--- src/rtl/case_conv_fifo.sv ---
// ASCII case converter feeding a DEPTH-entry FIFO with a registered valid/ready output stage.
// Bytes are converted on write, so each keeps the mode that was selected when it arrived.
module case_conv_fifo #(
    parameter int DEPTH = 16,
    parameter int PTR_W = $clog2(DEPTH)
) (
    input  logic             i_clk,
    input  logic             i_rst_n,
    input  logic [7:0]       i_data,
    input  logic             i_valid,
    input  logic [1:0]       i_mode,
    output logic [7:0]       o_data,
    output logic             o_valid,
    input  logic             i_ready,
    output logic [PTR_W:0]   o_count,
    output logic             o_overflow,
    input  logic             i_clr_ovf
);

    localparam logic [1:0] MODE_PASS   = 2'b00;
    localparam logic [1:0] MODE_TOGGLE = 2'b01;
    localparam logic [1:0] MODE_UPPER  = 2'b10;
    localparam logic [1:0] MODE_LOWER  = 2'b11;

    // Output handshake: a byte moves to the transmitter on any rising edge where
    // o_valid and i_ready are both 1; o_data is held stable while o_valid=1 and i_ready=0.

    logic [7:0]       mem [DEPTH];
    logic [PTR_W-1:0] wr_ptr;
    logic [PTR_W-1:0] rd_ptr;
    logic [7:0]       conv_data;
    logic             is_lower;
    logic             is_upper;
    logic             full;
    logic             wr_en;
    logic             drop;
    logic             load;

    always_comb begin
        is_lower  = (i_data >= 8'h61) && (i_data <= 8'h7A);
        is_upper  = (i_data >= 8'h41) && (i_data <= 8'h5A);
        conv_data = i_data;
        case (i_mode)
            MODE_PASS:   conv_data = i_data;
            MODE_TOGGLE: begin
                if (is_lower)      conv_data = i_data - 8'h20;
                else if (is_upper) conv_data = i_data + 8'h20;
            end
            MODE_UPPER:  if (is_lower) conv_data = i_data - 8'h20;
            MODE_LOWER:  if (is_upper) conv_data = i_data + 8'h20;
            default:     conv_data = i_data;
        endcase
    end

    // Fullness is judged on the pre-edge count, so a same-cycle pop never rescues a byte.
    assign full  = (o_count == (PTR_W+1)'(DEPTH));
    assign wr_en = i_valid && !full;
    assign drop  = i_valid && full;
    assign load  = (o_count != '0) && (!o_valid || i_ready);

    always_ff @(posedge i_clk) begin
        if (wr_en) mem[wr_ptr] <= conv_data;
    end

    always_ff @(posedge i_clk) begin
        if (!i_rst_n) begin
            wr_ptr     <= '0;
            rd_ptr     <= '0;
            o_count    <= '0;
            o_valid    <= 1'b0;
            o_data     <= 8'h00;
            o_overflow <= 1'b0;
        end else begin
            if (wr_en) wr_ptr <= wr_ptr + PTR_W'(1);

            if (load) begin
                o_data  <= mem[rd_ptr];
                o_valid <= 1'b1;
                rd_ptr  <= rd_ptr + PTR_W'(1);
            end else if (o_valid && i_ready) begin
                o_valid <= 1'b0;
            end

            case ({wr_en, load})
                2'b10:   o_count <= o_count + (PTR_W+1)'(1);
                2'b01:   o_count <= o_count - (PTR_W+1)'(1);
                default: o_count <= o_count;
            endcase

            if (drop)           o_overflow <= 1'b1;
            else if (i_clr_ovf) o_overflow <= 1'b0;
        end
    end

endmodule

--- config.mk ---
export PLATFORM = sky130hd
export DESIGN_NAME = case_conv_fifo
export DESIGN_NICKNAME = d
export VERILOG_FILES = /design/src/rtl/case_conv_fifo.sv
export SDC_FILE = /design/constraint.sdc
export NUM_CORES = 1
export LEC_CHECK = 0
export CAP_MARGIN = 20
export CORE_MARGIN = 1.5
export CORE_UTILIZATION = 45
export DETAILED_ROUTE_END_ITERATION = 8
export SLEW_MARGIN = 5
export SYNTH_ARGS = -nofsm -noshare
export SYNTH_HDL_FRONTEND = slang
export SYNTH_SLANG_ARGS = --single-unit
--- constraint.sdc ---
create_clock -name i_clk -period 4.6 [get_ports i_clk]
set_input_delay 0.69 -clock i_clk [delete_from_list [all_inputs] [get_ports i_clk]]
set_output_delay 0.69 -clock i_clk [all_outputs]
set_load 0.1 [all_outputs]
==> impl_metrics.py <==
metrics = {
    "placement": {
        "dp_hpwl_um": 8830,
        "port_buffers": 29,
        "routabilityCongestion": 0.765,
    },
    "synth": {
        "ys_seq_elements": 151,
        "synth.most_common_cell": "edfxtp_1",
        "syn_inst": 404,
        "yosysTopAreaCell": "edfxtp_1",
        "yosysSeqAreaShare_pct": 68.7,
        "yosys_most_used_dff": "edfxtp_1",
        "synth_cell_type_count": 46,
        "syn_area_mm2": 0.00626,
        "synth_top_area_share_pct": 61.4,
        "synth-edff-count": 128,
        "ys_warn_count": 0,
        "ys_top_cells_by_area": "edfxtp_1, dfxtp_1, mux4_2",
        "syn_area_per_cell_um2": 15.5,
        "synth_fp_nets": 432,
        "async_flop_share_pct": 0,
        "synth_top_cells_by_count": "edfxtp_1, mux2i_1, dfxtp_1",
    },
    "global_routing": {
        "grt_pass1_wl_um": 21400,
        "grt_max_degree": 24,
        "grt.total_usage_pct": 20.9,
        "gr-total-overflow": 0,
        "antenna_found_initial": 0,
        "grt_pass1_vias": 3577,
    },
    "power": {
        "p_leak_nw": 2.43,
        "total_power_mw": 4.04,
        "max-vdd-ir-drop_uv": 275,
        "p_per_area_mw_per_mm2": 546,
    },
    "cts": {
        "h-tree-depth": 4,
        "clkTransAtPathRegs_ns": 0.06,
        "ctsHoldBuffers": 0,
        "postCtsSetupRepairBufs": 0,
        "cts_resized": 0,
        "cts_tree": "done",
        "clock-sinks": 151,
        "cts_buffer_depth": 2,
        "ctsRootBufferMaster": "clkbuf_16",
        "cts_buffers": 17,
        "clk_latency_ns": 0.42,
    },
    "routing": {
        "drcViolationCount": 0,
        "first_pass_iters": 4,
        "first_iter_violations": 234,
        "via_count": 3585,
        "wl_per_cell_um": 22.5,
        "drt-total-wl_um": 14200,
        "ant_nets": 0,
        "routed_via_density": 5.66,
    },
    "layout": {
        "syn_to_final_growth_pct": 18.0,
        "final_nets": 472,
        "n_antenna_cell": 0,
        "utilization_pct": 55.2,
        "drive_gt1_share_pct": 14.2,
    },
    "die": {
        "start_util_pct": 46.7,
        "io_pins": 30,
        "fp.coreArea_mm2": 0.0134,
        "die_area_mm2": 0.0146,
        "die_x_um": 121,
        "rows": 42,
        "fp.dieH_um": 121,
    },
    "critical_path": {
        "reg2reg_slack_ns": 0.86,
        "cp_num_buf_inv": 1,
        "crit_path_cell_trace": "or4_1 > o21ai_1 > inv_1 > ha_1 > fa_1 > a21o_1 > a21oi_1 > xor2_1 > or3_1 > a21boi_0",
        "crit_arrival_ns": 4.08,
        "crit_path_end_kind": "flip-flop",
        "critPathRequiredTime_ns": 4.94,
        "slowest_stage": "o21ai_1",
        "r2r_end": "o_count[4]",
        "cp-start-kind": "flip-flop",
        "cp.depth": 10,
        "cp_top_family": "compound AO/OA/AOI/OAI gates",
        "path_max_fanout": 12,
        "crit_start": "o_count[1]",
        "cpPeakStageDelay_ns": 0.65,
        "endpoint": "o_count[4]",
        "worstReg2RegStart": "o_count[1]",
        "reg2regPathDepth": 10,
        "path_class": "reg -> reg",
    },
    "run_status": {
        "status": "finished clean",
    },
    "timing": {
        "slew_viol_final": 0,
        "rsz0062_at_grt": "no",
        "finalHoldViolCount": 0,
        "final.period_utilization_pct": 81.3,
        "setup-violations-final": 0,
        "finalClockSkew_ns": 0.00545,
        "slew_headroom_pct": 24.9,
        "period_minus_slack_ns": 3.74,
        "tightest_slew_ns": 1.12,
        "setup_tns_ns": 0,
        "max_freq_mhz": 267,
    },
    "hold_path": {
        "hold_path_class": "reg -> reg",
    },
    "flow_run": {
        "drv_cap": 0,
    },
}
==> registers in the layout, summed over array words and instances, names as in the netlist <==
register and cells:
o_count 5, wr_ptr 4, mem 128, o_valid 1, o_overflow 1, o_data 8, rd_ptr 4
==> kinds of logic after synthesis <==
logic type	Yosys count	synth area share [%]
flip-flops	151	68.7
adder cells (fa/ha/maj)	13	2.72
XOR/XNOR	11	1.54
AO/OA/AOI/OAI	66	6.53
AND/OR/NAND/NOR	87	7.39
multiplexers	49	11.0
buffers and inverters	27	2.06
==> cells in the final DEF, fill, tap and decap left out, types with 12 or more instances in the layout <==
| master | instances |
|---|---|
| edfxtp_1 | 128 |
| mux2i_1 | 33 |
| clkdlybuf4s50_1 | 29 |
| dfxtp_1 | 22 |
| a21oi_1 | 20 |
| nor2_1 | 19 |
| clkbuf_16 | 17 |
| mux4_2 | 16 |
| o22ai_1 | 16 |
| o21ai_0 | 13 |
| nand2_1 | 12 |
| ha_1 | 12 |
==> final cells by class <==
| cell class | instances | area [um2] |
|---|---|---|
| Sequential cell | 151 | 4310 |
| Fill cell | 1079 | 6010 |
| Clock inverter | 11 | 155 |
| Clock buffer | 21 | 440 |
| Multi-Input combinational cell | 226 | 1860 |
| Timing Repair Buffer | 41 | 388 |
| Tap cell | 176 | 220 |
| Inverter | 7 | 26.3 |
==> how the worst min path moves through the flow <==
stage / end / slack [ns] / from / cells past startpoint
floorplan: wr_ptr[3] / 0.63 / wr_ptr[0] / 3
finish: o_valid / 0.51 / o_valid / 2
detailed placement: o_overflow / 0.51 / o_overflow / 2
CTS: o_valid / 0.52 / o_valid / 2
global route: o_overflow / 0.54 / o_overflow / 2
global placement: o_overflow / 0.51 / o_overflow / 2
==> tightest hold or removal path, delay by kind of cell, from the launching register on <==
family	cells	cell delay, ns
simple gates	1	0.07
flops	1	0.31
compound gates	1	0.08
==> per-stage QoR <==
stage	hold slack [ns]	std cells	cell area [um2]	setup slack, ns
after floorplan	0.629	404	6260	1.28
after global routing	0.541	633	7390	0.457
after CTS	0.522	629	7350	0.877
after global placement	0.508	597	6750	0.931
final	0.514	633	7390	0.859
after detailed placement	0.508	597	6750	0.761
==> layer usage <==
layer	up-vias	wire, um	GRT usage, %
met5	-	0	0
met4	0	193	7.06
met3	15	862	5.03
met2	122	6770	33.2
met1	1799	6400	28.5
li1	1649	-	-
==> power by group <==
part	internal (mW)	switching [mW]	leakage, nW
sequential	1.57	0.0733	1.35
combinational	0.316	0.662	0.789
clock	0.899	0.511	0.291
total	2.79	1.25	2.43
No activity file was read; power rests on OpenSTA's default activity.
